**src/rtl/btn_pkg.sv**
```systemverilog
// Shared definitions for the push-button front end: board timing defaults,
// the repeat-phase type and the counter width helper.
package btn_pkg;

  localparam int DEB_1MS_100MHZ  = 100_000;
  localparam int DEB_10MS_100MHZ = 1_000_000;
  localparam int REPEAT_500MS    = 50_000_000;
  localparam int REPEAT_100MS    = 10_000_000;

  typedef enum logic {
    RPT_DELAY = 1'b0,
    RPT_RATE  = 1'b1
  } rpt_phase_t;

  // Bits needed to hold 0..max_count; never returns zero.
  function automatic int cnt_w(input int max_count);
    return (max_count < 1) ? 1 : $clog2(max_count + 1);
  endfunction

endpackage

```
**src/rtl/button_debounce_ch.sv**
```systemverilog
// One button channel: multi-stage synchroniser followed by a stable-count
// debouncer. rise/fall are combinational strobes for the edge on which db changes.
module button_debounce_ch
  import btn_pkg::*;
#(
  parameter int SYNC_STAGES = 2,
  parameter int DEB_CYCLES  = DEB_10MS_100MHZ
) (
  input  logic CLK,
  input  logic RESET,
  input  logic btn,
  output logic db,
  output logic rise,
  output logic fall
);

  localparam int CW = cnt_w(DEB_CYCLES);

  logic [SYNC_STAGES-1:0] sync;
  logic [CW-1:0]          cnt;
  logic                   s;
  logic                   done;

  assign s    = sync[SYNC_STAGES-1];
  assign done = (s != db) && (cnt == CW'(DEB_CYCLES - 1));
  assign rise = done & s;
  assign fall = done & ~s;

  always_ff @(posedge CLK or posedge RESET) begin
    if (RESET) begin
      sync <= '0;
      cnt  <= '0;
      db   <= 1'b0;
    end else begin
      sync <= {sync[SYNC_STAGES-2:0], btn};
      // Any sample agreeing with db restarts the count, so glitches vanish.
      if (s == db) begin
        cnt <= '0;
      end else if (done) begin
        db  <= s;
        cnt <= '0;
      end else begin
        cnt <= cnt + CW'(1);
      end
    end
  end

endmodule

```
**src/rtl/button_conditioner.sv**
```systemverilog
// N-channel push-button front end: debounce, acceptance arbitration,
// press/release/repeat one-shots and per-channel toggle registers.
module button_conditioner
  import btn_pkg::*;
#(
  parameter int N_BTN        = 4,
  parameter int SYNC_STAGES  = 2,
  parameter int DEB_CYCLES   = DEB_10MS_100MHZ,
  parameter int REPEAT_DELAY = REPEAT_500MS,
  parameter int REPEAT_RATE  = REPEAT_100MS,
  parameter bit EXCLUSIVE    = 1'b1
) (
  input  logic             CLK,
  input  logic             RESET,
  input  logic [N_BTN-1:0] btn_i,
  output logic [N_BTN-1:0] held_o,
  output logic [N_BTN-1:0] press_o,
  output logic [N_BTN-1:0] release_o,
  output logic [N_BTN-1:0] repeat_o,
  output logic [N_BTN-1:0] toggle_o,
  output logic             any_held_o
);

  localparam int RPT_MAX = (REPEAT_DELAY > REPEAT_RATE) ? REPEAT_DELAY : REPEAT_RATE;
  localparam int RPT_W   = cnt_w(RPT_MAX);

  logic [N_BTN-1:0] db;
  logic [N_BTN-1:0] rise;
  logic [N_BTN-1:0] fall;
  logic [N_BTN-1:0] grant;
  logic [N_BTN-1:0] rel;
  logic [N_BTN-1:0] held_nxt;

  for (genvar i = 0; i < N_BTN; i++) begin : g_ch
    button_debounce_ch #(
      .SYNC_STAGES(SYNC_STAGES),
      .DEB_CYCLES (DEB_CYCLES)
    ) u_deb (
      .CLK  (CLK),
      .RESET(RESET),
      .btn  (btn_i[i]),
      .db   (db[i]),
      .rise (rise[i]),
      .fall (fall[i])
    );
  end

  // In exclusive mode the highest-index rise wins, and only when nothing is held.
  always_comb begin
    grant = '0;
    if (!EXCLUSIVE) begin
      grant = rise;
    end else if (held_o == '0) begin
      for (int i = 0; i < N_BTN; i++) begin
        if (rise[i]) begin
          grant    = '0;
          grant[i] = 1'b1;
        end
      end
    end
  end

  assign rel      = fall & held_o;
  assign held_nxt = (held_o | grant) & ~rel;

  always_ff @(posedge CLK or posedge RESET) begin
    if (RESET) begin
      held_o     <= '0;
      press_o    <= '0;
      release_o  <= '0;
      toggle_o   <= '0;
      any_held_o <= 1'b0;
    end else begin
      held_o     <= held_nxt;
      press_o    <= grant;
      release_o  <= rel;
      toggle_o   <= toggle_o ^ grant;
      any_held_o <= |held_nxt;
    end
  end

  for (genvar i = 0; i < N_BTN; i++) begin : g_rpt
    if (REPEAT_DELAY == 0) begin : g_off
      assign repeat_o[i] = 1'b0;
    end else begin : g_on
      localparam logic [RPT_W-1:0] DELAY_END = RPT_W'(REPEAT_DELAY - 1);
      localparam logic [RPT_W-1:0] RATE_END  = RPT_W'(REPEAT_RATE - 1);

      logic [RPT_W-1:0] rcnt;
      logic [RPT_W-1:0] limit;
      rpt_phase_t       phase;
      logic             rpt_q;

      assign limit       = (phase == RPT_DELAY) ? DELAY_END : RATE_END;
      assign repeat_o[i] = rpt_q;

      // Press, release and idle all park the counter in the initial delay phase.
      always_ff @(posedge CLK or posedge RESET) begin
        if (RESET) begin
          rcnt  <= '0;
          phase <= RPT_DELAY;
          rpt_q <= 1'b0;
        end else begin
          rpt_q <= 1'b0;
          if (grant[i] || rel[i] || !held_o[i]) begin
            rcnt  <= '0;
            phase <= RPT_DELAY;
          end else if (rcnt == limit) begin
            rpt_q <= 1'b1;
            rcnt  <= '0;
            phase <= RPT_RATE;
          end else begin
            rcnt <= rcnt + RPT_W'(1);
          end
        end
      end
    end
  end

  // An accepted channel is always debounced high.
  assert property (@(posedge CLK) disable iff (RESET) (held_o & ~db) == '0);

endmodule

```
**config.mk**
```make
export PLATFORM = sky130hd
export DESIGN_NAME = button_conditioner
export DESIGN_NICKNAME = d
export VERILOG_FILES = /design/src/rtl/btn_pkg.sv /design/src/rtl/button_debounce_ch.sv /design/src/rtl/button_conditioner.sv
export SDC_FILE = /design/constraint.sdc
export NUM_CORES = 1
export LEC_CHECK = 0
export CAP_MARGIN = 5
export CORE_MARGIN = 5
export CORE_UTILIZATION = 30
export DETAILED_ROUTE_END_ITERATION = 10
export PLACE_DENSITY_LB_ADDON = 0.1
export SYNTH_ARGS = -nofsm -noshare
export SYNTH_HDL_FRONTEND = slang
export SYNTH_SLANG_ARGS = --single-unit
```
**constraint.sdc**
```tcl
create_clock -name CLK -period 7.9 [get_ports CLK]
set_input_delay 1.185 -clock CLK [delete_from_list [all_inputs] [get_ports CLK]]
set_output_delay 1.185 -clock CLK [all_outputs]
set_load 0.02 [all_outputs]
```
Word-level counts from Yosys, hierarchy flattened --
Index checks and enable logic that the tools add are counted.
Word-level totals: input bits 6, word-level logic and storage cells 141, bits in registers 221, output and inout port bits 21
Operators by class: reduce and logical (&&, ||, !) cells 26, bitwise logic cells 21, mux-type cells 41, add/subtract/negate cells 8, equal/unequal tests 16
Operator list (count):
- $mux W26 | 12
- $mux W20 | 8
- $add A26 B1 Y26 const B | 4
- $eq A26 B26 Y1 | 4
- $add A20 B1 Y20 const B | 4
- $eq A20 B20 Y1 const B | 4
- $mux W1 | 17
- $mux W4 | 4
- $and A1 B1 Y1 | 8
- $and A4 B4 Y4 | 2
- $logic_or A1 B1 Y1 | 8
- $not A1 Y1 | 8
- $reduce_and A2 Y1 | 4
- $reduce_bool A2 Y1 | 4
- $eq A1 B1 Y1 | 4
- $logic_and A1 B1 Y1 | 4
- $logic_not A1 Y1 | 4
- $logic_not A4 Y1 | 1
- $ne A1 B1 Y1 | 4
- $not A4 Y4 | 1
- $or A4 B4 Y4 | 1
- $reduce_or A4 Y1 | 1
- $xor A4 B4 Y4 | 1

Longest topological paths before layout --
depth after elaboration 11, mapped depth 10

Modules after synthesis --
From an unflattened synthesis, not the netlist that was laid out.
Second synthesis, totals: cells, all modules 1125, area, all modules 11225.8 um^2
Modules (own cells, without submodules):
- button_conditioner | area an instance 6786.5 um^2, times used 1, cells an instance 669
- button_debounce_ch | area an instance 1109.8 um^2, times used 4, cells an instance 114

Worst setup path before layout --
OpenSTA, ideal clock, no wires.
path kind register to register, start point register g_ch[0].u_deb.cnt[0], end point register g_rpt[0].g_on.rcnt[17], path slack 5.802 ns, cell stages (with the launch flop) 11, clock period less this slack 2.098 ns, required time 7.781 ns, library setup time 0.119 ns, data arrival time 1.980 ns, cell sequence dfrtp_1 ha_1 nand3_1 or2_1 clkbuf_1 nor4_1 nand2b_1 nand2b_1 buf_2 buf_4 nor2_1
Between the ends: word-level cells in the longest chain between the ends 11
RTL lines:
- start, declared | RTL line button_debounce_ch.sv:20 | logic [CW-1:0] cnt;
- start signal, assigned | RTL line button_debounce_ch.sv:43 | cnt <= cnt + CW'(1);
- $eq A20 B20 Y1 (*) | RTL line button_debounce_ch.sv:25 | assign done = (s != db) && (cnt == CW'(DEB_CYCLES - 1));
- $logic_and A1 B1 Y1 (*) | RTL line button_debounce_ch.sv:25
- $and A1 B1 Y1 | RTL line button_debounce_ch.sv:26 | assign rise = done & s;
- $mux W1 | RTL line button_conditioner.sv:55 | if (rise[i]) begin
- $mux W4 (3 in a row) | RTL line button_conditioner.sv:55
- $mux W4 | RTL line button_conditioner.sv:53 | end else if (held_o == '0) begin
- $logic_or A1 B1 Y1 (*) (2 in a row) | RTL line button_conditioner.sv:105 | if (grant[i] || rel[i] || !held_o[i]) begin
- $mux W26 (*) | RTL line button_conditioner.sv:105
- end signal, assigned | RTL line button_conditioner.sv:113 | rcnt <= rcnt + RPT_W'(1);
- end, declared | RTL line button_conditioner.sv:89 | logic [RPT_W-1:0] rcnt;
Every way passes the cells marked *; elsewhere a longest branch is shown, timed or not. A chain may end at the register's enable or synchronous reset.

Final worst setup path --
start point register g_ch[0].u_deb.cnt[0], end point register g_rpt[0].g_on.rcnt[21]
Same word-level chain as after synthesis.

==> flow_results.xml <==
<?xml version="1.0" encoding="UTF-8"?>
<metrics>
  <group name="pwr">
    <metric name="power_density_relative_to_cell_area" unit="mW/mm^2">198</metric>
    <metric name="max-vdd-ir-drop" unit="mV">0.142</metric>
    <metric name="total_leakage_power" unit="nW">4.89</metric>
  </group>
  <group name="drt">
    <metric name="drt_pre_antenna_iters" unit="">4</metric>
    <metric name="detail_routed_via_count_per_cell" unit="">4.51</metric>
    <metric name="wirelength" unit="um">20900</metric>
    <metric name="detailroute.via_count" unit="">6905</metric>
    <metric name="drc" unit="">0</metric>
    <metric name="detailed_route_iter0_violations" unit="">326</metric>
    <metric name="final_antenna_net_count" unit="">0</metric>
    <metric name="routed_len_inst" unit="um">13.6</metric>
  </group>
  <group name="layout">
    <metric name="num_antenna_cells" unit="">0</metric>
    <metric name="layout-drive-gt1-share" unit="%">6.33</metric>
    <metric name="synth_to_layout_area_growth" unit="%">14.9</metric>
    <metric name="n_fill_cell" unit="">3447</metric>
    <metric name="mostFrequentLayoutCells" unit="">221 x sky130_fd_sc_hd__dfrtp_1, 219 x sky130_fd_sc_hd__nor2_1, 114 x sky130_fd_sc_hd__xor2_1</metric>
    <metric name="final_cell_count_no_fill" unit="">1530</metric>
    <metric name="postLayoutCoreUtil" unit="%">34.7</metric>
    <metric name="final_nets" unit="">1069</metric>
    <metric name="layout.cells.most_common" unit="">sky130_fd_sc_hd__dfrtp_1</metric>
  </group>
  <group name="logic_synthesis">
    <metric name="mean_post_synth_cell_area" unit="um^2">10.1</metric>
    <metric name="synth_edf_count" unit="">0</metric>
    <metric name="synth_nets" unit="">1040</metric>
    <metric name="synth.cell_area" unit="mm^2">0.0104</metric>
    <metric name="synth_flop_cell" unit="">sky130_fd_sc_hd__dfrtp_1</metric>
    <metric name="netlist.top_cell.by_area" unit="">sky130_fd_sc_hd__dfrtp_1</metric>
    <metric name="yosysWarnings" unit="">0</metric>
    <metric name="yosysSeqAreaShare" unit="%">53.4</metric>
    <metric name="asyncSetResetFlopFracSynth" unit="%">100</metric>
    <metric name="proportion_of_netlist_area_held_by_the_largest_area_contributor" unit="%">53.4</metric>
    <metric name="synthDistinctLibCells" unit="">48</metric>
    <metric name="synth_seq_cells" unit="">221</metric>
    <metric name="synth.area.top_cells" unit="">sky130_fd_sc_hd__dfrtp_1 53%, sky130_fd_sc_hd__xor2_1 9.6%, sky130_fd_sc_hd__nor2_1 7.9%, sky130_fd_sc_hd__xnor2_1 4.7%, sky130_fd_sc_hd__nand3_1 3.4%</metric>
    <metric name="synthCells" unit="">1026</metric>
  </group>
  <group name="cts">
    <metric name="h-tree-depth" unit="">1</metric>
    <metric name="insertion_delay" unit="ps">530</metric>
    <metric name="cts-buffers-inserted" unit="">27</metric>
    <metric name="postCtsSetupRepairBufs" unit="">0</metric>
    <metric name="clock-sinks" unit="">221</metric>
    <metric name="ctsLongestPathBuffers" unit="">3</metric>
    <metric name="cts_root_cell" unit="">sky130_fd_sc_hd__clkbuf_16</metric>
    <metric name="clkTransAtPathRegs" unit="ps">60</metric>
    <metric name="tritoncts" unit="">built</metric>
    <metric name="postCtsHoldBufs" unit="">0</metric>
    <metric name="post_cts_resize_count" unit="">0</metric>
  </group>
  <group name="placement">
    <metric name="place.detailed.hpwl" unit="um">13700</metric>
    <metric name="globalplace.congestion" unit="">0.740</metric>
    <metric name="io_buffer_count" unit="">26</metric>
    <metric name="numPlacedInstances" unit="">1481</metric>
  </group>
  <group name="timing">
    <metric name="max_slew.worst_pin.slew" unit="ps">961</metric>
    <metric name="setup_total_negative_slack" unit="ps">0</metric>
    <metric name="clock_period_minus_worst_slack" unit="ps">2880</metric>
    <metric name="slew_headroom" unit="%">35.9</metric>
    <metric name="timing.final.hold_violations" unit="">0</metric>
    <metric name="endpoints_failing_setup" unit="">0</metric>
    <metric name="clock-skew-final" unit="ps">15.1</metric>
    <metric name="rsz0062_at_grt" unit="">no</metric>
    <metric name="max_freq" unit="MHz">348</metric>
    <metric name="layout_worst_path_cycle_share" unit="%">36.4</metric>
    <metric name="final_max_slew_viol_count" unit="">0</metric>
  </group>
  <group name="global_routing">
    <metric name="global_route.overflow_total" unit="">0</metric>
    <metric name="grt_pass1_vias" unit="">7071</metric>
    <metric name="wire_length_of_the_first_global_routing_pass" unit="um">36200</metric>
    <metric name="grt.total_usage" unit="%">11.0</metric>
    <metric name="grt_max_degree" unit="">93</metric>
    <metric name="grt_antenna_before_repair" unit="">0</metric>
  </group>
  <group name="worst_setup_path">
    <metric name="timing.critical_path.cells" unit="">ha_1, nand3_1, or2_1, nor4_1, nand2b_1, nand2b_1, nor2_1</metric>
    <metric name="crit-reg2reg-launch" unit="">g_ch[0].u_deb.cnt[0]</metric>
    <metric name="critical_path.top_delay_family" unit="">simple AND/OR/NAND/NOR gates</metric>
    <metric name="critPathMostFrequentCell" unit="">sky130_fd_sc_hd__nand2b_1</metric>
    <metric name="worst-endpoint-required" unit="ps">8260</metric>
    <metric name="maximum_fanout_encountered_on_the_critical_timing_path" unit="">25</metric>
    <metric name="criticalPathCategory" unit="">reg -&gt; reg</metric>
    <metric name="worst-r2r-setup-slack" unit="ps">5020</metric>
    <metric name="end_kind" unit="">flip-flop</metric>
    <metric name="crit_slowest_cell" unit="">sky130_fd_sc_hd__nand2b_1</metric>
    <metric name="critical-path-max-stage-delay" unit="ps">780</metric>
    <metric name="worstReg2RegEnd" unit="">g_rpt[0].g_on.rcnt[21]</metric>
    <metric name="arrival_time_at_the_worst_endpoint" unit="ps">3240</metric>
    <metric name="critical_path_depth" unit="">7</metric>
    <metric name="path_buf_inv" unit="">0</metric>
    <metric name="r2r.worst_path.cells" unit="">7</metric>
    <metric name="crit_path_start_kind" unit="">flip-flop</metric>
  </group>
  <group name="min_path">
    <metric name="worstHoldPathCells" unit="">0</metric>
    <metric name="min_delay_worst_endpoint" unit="">g_ch[3].u_deb.sync[1]</metric>
    <metric name="min-delay-path-class" unit="">reg -&gt; reg</metric>
    <metric name="hold_path.startpoint" unit="">g_ch[3].u_deb.sync[0]</metric>
  </group>
  <group name="die">
    <metric name="die_w" unit="um">196</metric>
    <metric name="floorplan.die_area" unit="mm^2">0.0383</metric>
    <metric name="core_area" unit="mm^2">0.0343</metric>
    <metric name="placement_rows" unit="">68</metric>
    <metric name="io-pin-count" unit="">27</metric>
    <metric name="floorplan.initialDensity" unit="%">30.2</metric>
    <metric name="die_h" unit="um">196</metric>
  </group>
  <group name="job">
    <metric name="max_cap_viol_count" unit="">0</metric>
  </group>
  <group name="status">
    <metric name="outcome" unit="">complete, no violations</metric>
  </group>
</metrics>
-- routing by layer --
metal	track usage (%)	part of all wire, %	up-vias
met5	0	0	-
met2	17.0	43	56
met3	1.92	2.8	33
met4	2.66	2.2	0
li1	-	-	3525
met1	16.1	52	3291
-- area by class of cell --
cell class	count	area, um^2	area share [%]
clock buffer	42	802	6.74
timing repair buffer	28	275	2.31
tap	455	569	4.79
clock inverter	7	42.5	0.358
inverter	21	86.3	0.726
multi-input combinational	756	4590	38.6
sequential	221	5530	46.5
-- through the flow --
step           hold slack (ps)  instance area [um^2]  worst slack, ps  total power [W]
6_report                   342                 11900             5020          0.00236
3_5_place_dp               335                 11000             4620          0.00121
4_1_cts                    340                 11900             4930          0.00241
2_1_floorplan              331                 10400              666          0.00120
5_1_grt                    359                 11900             4680          0.00246
3_3_place_gp               334                 11000             4600          0.00121
-- cells by family after synthesis --
logic type / after synthesis / synth area share (%)
flops: 221 / 53.4
fa+ha+maj: 8 / 0.967
buf+inv: 49 / 2.26
xor+xnor: 171 / 14.5
mux: 4 / 0.435
simple gates: 549 / 26.9
compound gates: 24 / 1.49
-- power breakdown --
part	switching [W]	internal, W	leakage, nW	total, W
clock network	0.000473	0.000694	0.421	0.00117
logic	0.0000347	0.00000925	1.40	0.0000440
registers	0.00000672	0.00114	3.06	0.00115
total	0.000514	0.00184	4.89	0.00236
-- flip-flops by register name (all words and copies together) (netlist names), 4 cells and up --
name and cells:
g_ch.u_deb.cnt 80, toggle_o 4, held_o 4, g_rpt.g_on.rcnt 104, press_o 4, g_rpt.g_on.rpt_q 4
release_o 4, g_ch.u_deb.db 4, g_ch.u_deb.sync 8, g_rpt.g_on.phase 4
-- cell usage after synthesis (3+ instances only) --
cell type and instances:
sky130_fd_sc_hd__buf_4 11, sky130_fd_sc_hd__clkbuf_1 10, sky130_fd_sc_hd__xor2_1 114, sky130_fd_sc_hd__and4b_1 3, sky130_fd_sc_hd__nor2_1 219, sky130_fd_sc_hd__nand4b_1 6, sky130_fd_sc_hd__or2_2 6, sky130_fd_sc_hd__nor3_1 19
sky130_fd_sc_hd__nand2b_1 7, sky130_fd_sc_hd__nand4_1 40, sky130_fd_sc_hd__mux2_2 4, sky130_fd_sc_hd__inv_1 21, sky130_fd_sc_hd__nand3_1 70, sky130_fd_sc_hd__buf_2 7, sky130_fd_sc_hd__dfrtp_1 221, sky130_fd_sc_hd__o21ai_0 5
sky130_fd_sc_hd__xnor2_1 56, sky130_fd_sc_hd__nand2_1 70, sky130_fd_sc_hd__nor4_1 14, sky130_fd_sc_hd__or3_1 5, sky130_fd_sc_hd__nor4b_1 6, sky130_fd_sc_hd__ha_1 8, sky130_fd_sc_hd__nor2b_1 5, sky130_fd_sc_hd__and3_1 39
sky130_fd_sc_hd__or4_1 4, sky130_fd_sc_hd__a21oi_1 9, sky130_fd_sc_hd__and2_1 8, sky130_fd_sc_hd__and4_1 15
-- worst register-to-register path, stage by stage (launching register included) --
cell and delay, ps:
sky130_fd_sc_hd__dfrtp_1 380, sky130_fd_sc_hd__ha_1 200, sky130_fd_sc_hd__nand3_1 130, sky130_fd_sc_hd__or2_1 300, sky130_fd_sc_hd__nor4_1 490, sky130_fd_sc_hd__nand2b_1 300
sky130_fd_sc_hd__nand2b_1 780, sky130_fd_sc_hd__nor2_1 130
-- worst max path at each step --
stage / start / endpoint / slack [ps]
2_1_floorplan: RESET / any_held_o / 670
3_3_place_gp: RESET / g_rpt[3].g_on.rcnt[18] / 4600
3_5_place_dp: RESET / g_rpt[3].g_on.rcnt[16] / 4620
4_1_cts: g_ch[0].u_deb.cnt[0] / g_rpt[0].g_on.rcnt[24] / 4930
5_1_grt: g_ch[0].u_deb.cnt[0] / g_rpt[0].g_on.rcnt[12] / 4680
6_report: g_ch[0].u_deb.cnt[0] / g_rpt[0].g_on.rcnt[21] / 5020
Note: power is estimated with default switching activity, not from simulation.
